===== src/rtl/cdb_arbiter_pkg.sv =====
// Shared constants for the CDB arbiter slice: ROB id width,
// per-producer queue depth and broadcast data width.
package cdb_arbiter_pkg;

    localparam int ROB_WIDTH_BIT   = 4;
    localparam int CDB_QUEUE_DEPTH = 2;
    localparam int DATA_W          = 32;

endpackage


===== src/rtl/cdb_queue.sv =====
// Two-entry FIFO holding {rob_id, value} for one CDB producer.
// Ports: clk_in, flush (sync clear), push/pop strobes, push data,
// head data (valid when count != 0), count (0..2).
module cdb_queue
    import cdb_arbiter_pkg::*;
#(
    parameter int ID_W = ROB_WIDTH_BIT
) (
    input  logic              clk_in,
    input  logic              flush,
    input  logic              push,
    input  logic              pop,
    input  logic [ID_W-1:0]   push_rob_id,
    input  logic [DATA_W-1:0] push_value,
    output logic [ID_W-1:0]   head_rob_id,
    output logic [DATA_W-1:0] head_value,
    output logic [1:0]        count
);

    logic [ID_W-1:0]   id_mem  [CDB_QUEUE_DEPTH];
    logic [DATA_W-1:0] val_mem [CDB_QUEUE_DEPTH];
    logic              head;
    logic              tail;

    assign head_rob_id = id_mem[head];
    assign head_value  = val_mem[head];

    // Storage is not reset; only the pointers and count define contents.
    always_ff @(posedge clk_in) begin
        if (flush) begin
            head  <= 1'b0;
            tail  <= 1'b0;
            count <= 2'd0;
        end else begin
            if (push) begin
                id_mem[tail]  <= push_rob_id;
                val_mem[tail] <= push_value;
                tail          <= ~tail;
            end
            if (pop) begin
                head <= ~head;
            end
            count <= count + {1'b0, push} - {1'b0, pop};
        end
    end

endmodule


===== src/rtl/cdb_arbiter.sv =====
// Round-robin arbiter draining NUM_REQ producer queues onto one
// registered CDB. Ports: clk_in, rst_in, rdy_in (pause), clear (flush),
// req_valid/req_rob_id/req_value/req_ready per producer, cdb_* broadcast,
// busy (any queue occupied or broadcast present).
module cdb_arbiter
    import cdb_arbiter_pkg::*;
#(
    parameter  int NUM_REQ      = 3,
    parameter  int ROB_SIZE_BIT = ROB_WIDTH_BIT,
    localparam int SRC_W        = (NUM_REQ > 1) ? $clog2(NUM_REQ) : 1
) (
    input  logic                         clk_in,
    input  logic                         rst_in,
    input  logic                         rdy_in,
    input  logic                         clear,
    input  logic [NUM_REQ-1:0]           req_valid,
    input  logic [NUM_REQ*ROB_SIZE_BIT-1:0] req_rob_id,
    input  logic [NUM_REQ*DATA_W-1:0]    req_value,
    output logic [NUM_REQ-1:0]           req_ready,
    output logic                         cdb_valid,
    output logic [ROB_SIZE_BIT-1:0]      cdb_rob_id,
    output logic [DATA_W-1:0]            cdb_value,
    output logic [SRC_W-1:0]             cdb_src,
    output logic                         busy
);

    // Returns {found, index}: first candidate after 'from', wrapping.
    // Scanning far-to-near lets the nearest candidate overwrite the rest.
    function automatic logic [SRC_W:0] rr_pick(
        input logic [NUM_REQ-1:0] cand,
        input logic [SRC_W-1:0]   from
    );
        logic [SRC_W:0] r;
        int             idx;
        r = '0;
        for (int k = NUM_REQ; k >= 1; k--) begin
            idx = (int'(from) + k) % NUM_REQ;
            if (cand[idx]) begin
                r = {1'b1, SRC_W'(idx)};
            end
        end
        return r;
    endfunction

    logic                    flush;
    logic [NUM_REQ-1:0]      nonempty;
    logic [NUM_REQ-1:0]      push;
    logic [NUM_REQ-1:0]      pop;
    logic [1:0]              cnt     [NUM_REQ];
    logic [ROB_SIZE_BIT-1:0] head_id [NUM_REQ];
    logic [DATA_W-1:0]       head_val[NUM_REQ];
    logic [SRC_W-1:0]        last;
    logic [SRC_W:0]          pick;
    logic                    found;
    logic [SRC_W-1:0]        win;
    logic [ROB_SIZE_BIT-1:0] sel_id;
    logic [DATA_W-1:0]       sel_val;

    assign flush = rst_in || clear;
    assign pick  = rr_pick(nonempty, last);
    assign found = pick[SRC_W];
    assign win   = pick[SRC_W-1:0];

    for (genvar g = 0; g < NUM_REQ; g++) begin : g_q
        assign nonempty[g]  = cnt[g] != 2'd0;
        // Ready uses only the registered count, never a same-cycle pop.
        assign req_ready[g] = rdy_in && !rst_in && cnt[g] != 2'd2;
        assign push[g]      = req_valid[g] && req_ready[g];
        assign pop[g]       = rdy_in && found && win == SRC_W'(g);

        cdb_queue #(
            .ID_W(ROB_SIZE_BIT)
        ) u_queue (
            .clk_in     (clk_in),
            .flush      (flush),
            .push       (push[g]),
            .pop        (pop[g]),
            .push_rob_id(req_rob_id[g*ROB_SIZE_BIT +: ROB_SIZE_BIT]),
            .push_value (req_value[g*DATA_W +: DATA_W]),
            .head_rob_id(head_id[g]),
            .head_value (head_val[g]),
            .count      (cnt[g])
        );
    end

    always_comb begin
        sel_id  = '0;
        sel_val = '0;
        for (int i = 0; i < NUM_REQ; i++) begin
            if (win == SRC_W'(i)) begin
                sel_id  = head_id[i];
                sel_val = head_val[i];
            end
        end
    end

    always_ff @(posedge clk_in) begin
        if (flush) begin
            last       <= SRC_W'(NUM_REQ - 1);
            cdb_valid  <= 1'b0;
            cdb_rob_id <= '0;
            cdb_value  <= '0;
            cdb_src    <= '0;
        end else if (rdy_in) begin
            cdb_valid <= found;
            if (found) begin
                last       <= win;
                cdb_rob_id <= sel_id;
                cdb_value  <= sel_val;
                cdb_src    <= win;
            end
        end
    end

    assign busy = (|nonempty) || cdb_valid;

endmodule


===== config.mk =====
export PLATFORM = sky130hd
export DESIGN_NAME = cdb_arbiter
export DESIGN_NICKNAME = d
export VERILOG_FILES = /design/src/rtl/cdb_arbiter_pkg.sv /design/src/rtl/cdb_queue.sv /design/src/rtl/cdb_arbiter.sv
export SDC_FILE = /design/constraint.sdc
export NUM_CORES = 1
export LEC_CHECK = 0
export CORE_ASPECT_RATIO = 1.1
export CORE_UTILIZATION = 58
export DETAILED_ROUTE_END_ITERATION = 12
export PLACE_DENSITY = 0.94
export SLEW_MARGIN = 10
export SYNTH_ARGS = -nofsm -noshare
export SYNTH_HDL_FRONTEND = slang
export SYNTH_SLANG_ARGS = --single-unit

===== constraint.sdc =====
create_clock -name clk_in -period 5.9 [get_ports clk_in]
set_clock_uncertainty 0.15 [all_clocks]
set_input_delay 0.59 -clock clk_in [delete_from_list [all_inputs] [get_ports clk_in]]
set_output_delay 0.59 -clock clk_in [all_outputs]
set_load 0.05 [all_outputs]

# Word level (Yosys, flattened, before mapping)
# Memory sizes are Yosys's and may differ from the RTL's. A register that Yosys moved wholly into a read port is not among the register bits.
# Index checks and enable logic that the tools add are counted.
[word_totals] ff_bits=53 ramBits=216 inputBits=115 out_inout_bits=43 elab_cells=105 mem_count=6
[mem_list] memory="g_q[0].u_queue.val_mem" depth=2 word_bits=32 rd=1 rd_clocked_by_memory_dff=1 wr=1 line_no="cdb_queue.sv:21" rtl="logic [DATA_W-1:0] val_mem [CDB_QUEUE_DEPTH];"
[mem_list] memory="g_q[1].u_queue.val_mem" depth=2 word_bits=32 rd=1 rd_clocked_by_memory_dff=1 wr=1 line_no="cdb_queue.sv:21"
[mem_list] memory="g_q[2].u_queue.val_mem" depth=2 word_bits=32 rd=1 rd_clocked_by_memory_dff=1 wr=1 line_no="cdb_queue.sv:21"
[mem_list] memory="g_q[0].u_queue.id_mem" depth=2 word_bits=4 rd=1 rd_clocked_by_memory_dff=1 wr=1 line_no="cdb_queue.sv:20" rtl="logic [ID_W-1:0] id_mem [CDB_QUEUE_DEPTH];"
[mem_list] memory="g_q[1].u_queue.id_mem" depth=2 word_bits=4 rd=1 rd_clocked_by_memory_dff=1 wr=1 line_no="cdb_queue.sv:20"
[mem_list] memory="g_q[2].u_queue.id_mem" depth=2 word_bits=4 rd=1 rd_clocked_by_memory_dff=1 wr=1 line_no="cdb_queue.sv:20"
[op_classes] addsub=9 div=3 n_lt_le_gt_ge=3 eq_ne=5 muxes=39 n_bitwise=6 reduce_logical=20
[op_table] op="$lt 32x4->1 const B" n=3
[op_table] op="$mod 32x3->32 const B" n=3
[op_table] op="$mux 32" n=3
[op_table] op="$mux 1" n=27
[op_table] op="$mux 4" n=3
[op_table] op="$logic_and 1x1->1" n=11
[op_table] op="$mux 3" n=3
[op_table] op="$add 2x1->2" n=3
[op_table] op="$add 2x2->3 const B" n=2
[op_table] op="$bmux 1 s2" n=3
[op_table] op="$ne 2x2->1 const B" n=3
[op_table] op="$not 1->1" n=6
[op_table] op="$reduce_bool 2->1" n=3
[op_table] op="$sub 2x1->2" n=3
[op_table] op="$add 2x1->3 const B" n=1
[op_table] op="$reduce_or 3->1" n=1
[op_table] op="$eq 2x1->1 const B" n=1
[op_table] op="$eq 2x2->1 const B" n=1
[op_table] op="$logic_not 2->1" n=1
[op_table] op="$logic_or 1x1->1" n=2
[op_table] op="$reduce_and 2->1" n=1
[op_table] op="$logic_not 1->1" n=1

# Longest topological paths before layout
[logic_depth] word_depth=12 depth_mapped=14 depth_no_buf=13

# By module
# A second synthesis with hierarchy kept.
[hier_totals] cells_unflattened=672 area_unflattened_um2=11471.0
[modules_own_cells] mod="cdb_queue" n_inst=3 cells_per_inst=131 area_per_inst_um2=2961.6 seq_area_each_um2=2262.2
[modules_own_cells] mod="cdb_arbiter" n_inst=1 cells_per_inst=279 area_per_inst_um2=2586.2 seq_area_each_um2=800.8

# Worst setup path before layout
# No wires, ideal clock.
[synth_path] path_kind="input to register" start="input rdy_in" end="memory g_q[1].u_queue.id_mem[0][0] in the netlist's numbering (enable)" setup_ns=0.474 arrival_time_ns=4.492 required_time_ns=5.276 setup_slack_ns=0.784 cell_stages=5 path_buffers=1 path_cell_list="buf_2 nand2b_1 a21oi_1 nand2_1 nor3_1"
[synth_via] elab_chain_len=6
[synth_rtl] element="from (decl)" line_no="cdb_arbiter.sv:14" rtl="input logic rdy_in,"
[synth_rtl] element="$logic_and 1x1->1 (2 in series)" line_no="cdb_arbiter.sv:67" rtl="assign req_ready[g] = rdy_in && !rst_in && cnt[g] != 2'd2;"
[synth_rtl] element="named net req_ready[1]" line_no="cdb_arbiter.sv:19" rtl="output logic [NUM_REQ-1:0] req_ready,"
[synth_rtl] element="$logic_and 1x1->1" line_no="cdb_arbiter.sv:68" rtl="assign push[g] = req_valid[g] && req_ready[g];"
[synth_rtl] element="$mux 1" line_no="cdb_queue.sv:35" rtl="if (push) begin"
[synth_rtl] element="$mux 1" line_no="cdb_queue.sv:30" rtl="if (flush) begin"
[synth_rtl] element="$mux 1 (implied by the code)" line_no="cdb_queue.sv:36" rtl="id_mem[tail] <= push_rob_id;"
[synth_rtl] element="to (decl)" line_no="cdb_queue.sv:20"
# The timed path passes the listed nets, and every way through them passes these cells.

==> impl_metrics.json <==
{
  "yosysTopAreaCell": "edfxtp_1",
  "grt_pass1_wl_um": 37800,
  "vias_per_cell": 6.16,
  "grt_max_degree": 43,
  "hp-class": "flop to flop",
  "synth_edf_count": 216,
  "ant_nets": 0,
  "drive_gt1_frac": 0.0810,
  "final_net_count": 957,
  "start_kind": "flop",
  "rows": 51,
  "hold_buffers": 0,
  "finalMaxSlewViolations": 0,
  "worst-setup-path-type": "flop to flop",
  "period_minus_slack_ns": 3.43,
  "yosysMostFrequentCell": "edfxtp_1",
  "endpoint_kind": "flop",
  "clock_latency_ns": 0.52,
  "path_cells": "inv_1 -> ha_1 -> nor2b_1 -> o22a_1 -> o31a_2 -> nor2_1 -> ha_1 -> inv_1 -> ha_1 -> xor2_1 -> xnor2_1 -> nor2_1",
  "firstDrtPassIters": 5,
  "cts-htree-levels": 1,
  "syn_area_sq_um": 10500,
  "yosys.area.top_type_share": 0.615,
  "port_buffers": 157,
  "slew_headroom": 0.187,
  "required_ns": 6.14,
  "placed_area_sq_um": 12400,
  "cts_root_buf": "clkbuf_16",
  "ys_seq_elements": 271,
  "ys_top_cells_by_area": "edfxtp_1 61%, dfxtp_1 10%, mux2i_1 10%",
  "start_util": 0.595,
  "max_freq_ghz": 0.291,
  "drt_iter0_drc": 645,
  "status": "completed",
  "cp_slowest_stage_delay_ns": 0.80,
  "critPathMaxFanout": 40,
  "numCtsBuffers": 25,
  "whs_ns": 0.328,
  "cts_buffer_depth": 3,
  "dieArea_sq_um": 18700,
  "post_cts_buffers": 0,
  "cts_resized": 0,
  "synthTopCellsByCount": "216 x edfxtp_1, 108 x mux2i_1, 55 x dfxtp_1, 42 x nand2_1, 37 x nand3_1",
  "antenna_found_initial": 1,
  "die_y_um": 143,
  "syn_nets": 804,
  "synth-main-ff-cell": "edfxtp_1",
  "grt_util_all_layers": 0.273,
  "dp_hpwl_um": 15000,
  "pin_count": 158,
  "dieWidth_um": 131,
  "cts.clk_slew.worst_paths_ns": 0.07,
  "post_synth_num_cell_types": 43,
  "max_cap_viol_count": 0,
  "grt_pass1_vias": 7009,
  "fin_crit_sh": 0.582,
  "final_area_sq_um": 13300,
  "peakVddDrop_mv": 0.365,
  "rsz0062_at_grt": "false",
  "synth_seq_area_share": 0.719,
  "drcViolationCount": 0,
  "worst_pin_slew_ns": 1.22,
  "ys_warn_count": 0,
  "power.leakage_nw": 4.23,
  "routed_wl_um": 25100,
  "cp.arrival_ns": 3.67,
  "setup_tns_ns": 0,
  "total_power_mw": 4.10,
  "cts_sinks": 271,
  "power_density_nw_per_um2": 308,
  "design.core.area_sq_um": 17700,
  "crit_slowest_cell": "o31a_2",
  "setup_violations": 0,
  "cpMostUsedCell": "ha_1",
  "grt-ovfl-total": 0,
  "area_growth_pct": 26.2,
  "dr_total_vias": 6720,
  "routedWlPerCell_um": 23.0,
  "gp_congestion": 0.791,
  "syn-instance-count": 680,
  "synthArstFlopShare": 0,
  "hold_violations": 0,
  "cts_tree": "yes",
  "synth_area_per_cell_sq_um": 15.5
}
[cells by family after synthesis]
group	after synthesis	share of synthesized area
compound gates	105	0.0823
simple gates	122	0.0543
mux	108	0.102
fa+ha+maj	9	0.0107
buf+inv	56	0.0234
flops	271	0.719
xor+xnor	9	0.00747
[power by group]
part / internal, mW / total (mW) / switching [mW]
Combinational: 0.110 / 0.239 / 0.129
Sequential: 2.08 / 2.09 / 0.0125
Clock: 1.10 / 1.77 / 0.671
Total: 3.29 / 4.10 / 0.812
[routing by layer]
metal | routed length, um | track usage
met1 | 9160 | 0.334
met2 | 13200 | 0.482
met3 | 1960 | 0.0443
met4 | 729 | 0.108
met5 | 0 | 0
[worst max-delay path, delay by kind of cell (launching register included)]
family / cells / cell delay (ns)
xor+xnor: 2 / 0.30
compound gates: 2 / 1.04
simple gates: 3 / 0.39
flops: 1 / 0.38
buf+inv: 2 / 0.15
fa+ha+maj: 3 / 0.86
[flip-flops by register name (all words and copies together), names as in the netlist, named ones only]
signal,cells
cdb_rob_id,4
cdb_src,2
cdb_valid,1
cdb_value,32
g_q.u_queue.count,6
g_q.u_queue.head,3
g_q.u_queue.id_mem,24
g_q.u_queue.tail,3
g_q.u_queue.val_mem,192
last,1
[stage by stage]
stage / worst slack, ns / cells / util
detailed placement: 2.11 / 1043 / 0.697
global route: 2.11 / 1091 / 0.751
finish: 2.47 / 1091 / 0.751
global placement: 2.29 / 1043 / 0.697
floorplan: 0.784 / 680 / -
CTS: 2.52 / 1089 / 0.749
[worst paths after layout]
path / startpoint / end / slack, ns / cells after the start
hold / removal: cdb_valid$_SDFFE_PP0P_ / cdb_valid$_SDFFE_PP0P_ / 0.33 / 2
hold reg to reg: cdb_valid$_SDFFE_PP0P_ / cdb_valid$_SDFFE_PP0P_ / 0.33 / 2
setup / recovery: cdb_src[0]$_SDFFE_PP0P_ / g_q[2].u_queue.count[1]$_SDFF_PP0_ / 2.47 / 12
setup reg to reg: cdb_src[0]$_SDFFE_PP0P_ / g_q[2].u_queue.count[1]$_SDFF_PP0_ / 2.47 / 12
[area by class of cell]
| type | count | area (sq um) |
|---|---|---|
| multi-input combinational | 353 | 2780 |
| inverter | 13 | 48.8 |
| sequential | 271 | 7590 |
| timing repair buffer | 169 | 1680 |
| clock inverter | 13 | 244 |
| antenna | 1 | 2.50 |
| clock buffer | 33 | 666 |
| fill | 1054 | 4430 |
| tap | 238 | 298 |
[layout by cell type, fill, tap and decap left out, types with 25 or more instances in the layout]
master | netlist | layout
edfxtp_1 | 216 | 216
clkdlybuf4s50_1 | 0 | 157
mux2i_1 | 108 | 108
dfxtp_1 | 55 | 52
nand2_1 | 42 | 42
nand3_1 | 37 | 37
a211oi_1 | 36 | 36
a32o_1 | 36 | 36
clkbuf_16 | 0 | 25
Power figures use the tool's default switching activity.
==> edit (same flow settings) <==
Change the package constant `CDB_QUEUE_DEPTH` from 2 to 8.
--- a/src/rtl/cdb_arbiter_pkg.sv
+++ b/src/rtl/cdb_arbiter_pkg.sv
@@ -3,7 +3,7 @@
 package cdb_arbiter_pkg;
 
     localparam int ROB_WIDTH_BIT   = 4;
-    localparam int CDB_QUEUE_DEPTH = 2;
+    localparam int CDB_QUEUE_DEPTH = 8;
     localparam int DATA_W          = 32;
 
 endpackage
Function: no difference found for any inputs over 4 cycles, from zero or initial values; that may be too few to reach the edited logic, so the function may still have changed.
==> edit against the unedited design <==
  * Sequential cell count unchanged
  * First-iteration DRC count increased by 28%
  * Synthesized cell count unchanged
  * Area after synthesis about the same
  * Routed wire length increased by 2.8%
  * Die area about the same
  * Total power decreased by 4.0%
  * Final area decreased by 0.94%
  * Clock power decreased by 9%
  * Worst setup slack got worse by 0.034 ns
  * Critical path type unchanged
  * Highest routed layer unchanged
==> edit: results <==
[global_routing]
grt_pass1_vias = 7030
grt_max_degree = 43
antenna_found_initial = 0
grt_util_all_layers = 0.278
grt_pass1_wl_mm = 38.3

[timing]
slew_viol_final = 0
tightest_slew_ns = 1.27

[detailed_routing]
dr.pass1.iters = 9
wl_met2_mm = 13.4
drt-met1-wl_mm = 9.53
drtIter0Drc = 827
top_layer = "met4"
wl_per_cell_um = 23.7
wl_met3_mm = 2.02
vias = 6805

[worst_hold_path]
hp-start = "cdb_value[8]$_SDFFE_PP0P_"
hold_depth = 1
hp-class = "flip-flop to flip-flop"

[placed_design]
placed_cell_area_um2 = 12400
dpl.hpwl_mm = 15.6
dp_slack_ns = 2.13
gp_congestion = 0.786

[clock_network]
cts_inserted_buffers = 25
cts.clk_slew.worst_paths_ns = 0.07
cts_max_level = 1
clock_latency_ns = 0.52
cts_root_buffer = "clkbuf_16"
post_cts_buffers = 0

[logic_synthesis]
synth_cell_types = 43
async_reset_ff_frac = 0
synth_edf_count = 216
ys_top_cells_by_area = "edfxtp_1, dfxtp_1, mux2i_1, a32o_1, a211oi_1"
ys_top_cells_by_count = "edfxtp_1, mux2i_1, dfxtp_1"
yosys_warnings = 0
ys_seq_area_frac = 0.719
synthCells = 680

[final_layout]
fill_cells = 1053
drive_gt1_frac = 0.0835
finalNetCount = 956
largestRegisters = "g_q.u_queue.val_mem (192), cdb_value (32), g_q.u_queue.id_mem (24)"

[power]
swShare = 0.208
vdd_ir_drop_max_v = 0.000264
p_leak_nw = 4.19

[setup_path]
critical_path_class = "flip-flop to flip-flop"
arrival_ns = 3.69
rr_startpoint = "cdb_src[0]$_SDFFE_PP0P_"

[status]
run_status = "finished clean"

[job]
maxCapViolations = 0
edit: changes by cell type after synthesis:
cell / before / now
a31o_2: 0 / 2
nor3_2: 0 / 1
o21ai_0: 2 / 3
o21ai_1: 1 / 0
a31o_1: 2 / 0
buf_1: 9 / 7
clkbuf_1: 15 / 17
nor3_1: 11 / 10
edit: power by group through the flow:
| stage | logic [mW] | registers, mW | clock network [mW] |
|---|---|---|---|
| floorplan | 0.0877 | 2.14 | 0 |
| global placement | 0.229 | 2.13 | 0 |
| detailed placement | 0.236 | 2.13 | 0 |
| CTS | 0.239 | 2.09 | 1.61 |
| global route | 0.252 | 2.09 | 1.68 |
| finish | 0.242 | 2.09 | 1.61 |
edit: path summary, 6_finish.rpt:
kind | endpoint | slack, ns
max | g_q[2].u_queue.count[1]$_SDFF_PP0_ | 2.43
min | cdb_value[8]$_SDFFE_PP0P_ | 0.33
max reg2reg | g_q[2].u_queue.count[1]$_SDFF_PP0_ | 2.43
min reg2reg | cdb_value[8]$_SDFFE_PP0P_ | 0.33
edit: critical path, cell delays in order (launching register included):
cell and delay [ns]:
dfxtp_1 0.39, inv_1 0.08, ha_1 0.39, nor2b_1 0.24
o22a_1 0.25, o31a_2 0.81, nor2_1 0.11, ha_1 0.33
inv_1 0.06, ha_1 0.15, xor2_1 0.17, xnor2_1 0.13
nor2_1 0.05
edit: cells by family (layout without fill, tap and decap cells):
logic type | after synthesis | after routing | share of synthesized area
multiplexers | 108 | 108 | 0.102
XOR/XNOR | 9 | 9 | 0.00747
buffers and inverters | 56 | 226 | 0.0234
other | 0 | 1 | 0
AO/OA/AOI/OAI | 105 | 105 | 0.0823
adder cells (fa/ha/maj) | 9 | 9 | 0.0107
flip-flops | 271 | 271 | 0.719
AND/OR/NAND/NOR | 122 | 122 | 0.0548
edit: cell type report:
| cell class | count | area share |
|---|---|---|
| Sequential cell | 271 | 0.576 |
| Multi-Input combinational cell | 353 | 0.211 |
| Timing Repair Buffer | 168 | 0.125 |
| Clock buffer | 32 | 0.0509 |
| Tap cell | 238 | 0.0226 |
| Clock inverter | 13 | 0.0104 |
| Inverter | 13 | 0.00370 |
| Antenna cell | 1 | 0.000190 |
edit: through the flow:
step                      hold WS (ns)  total power, mW  std cells  utilization
after floorplan                  0.313             2.23        680            -
after global placement           0.298             2.36       1043        0.698
after detailed placement         0.309             2.36       1043        0.698
after CTS                        0.329             3.93       1088        0.743
after global routing             0.338             4.02       1088        0.743
final                            0.325             3.94       1089        0.743
edit: metal layers:
layer	GRT usage	vias to the layer above
met2	0.491	392
li1	-	2966
met4	0.115	0
met1	0.340	3377
met3	0.0410	70
met5	0	-
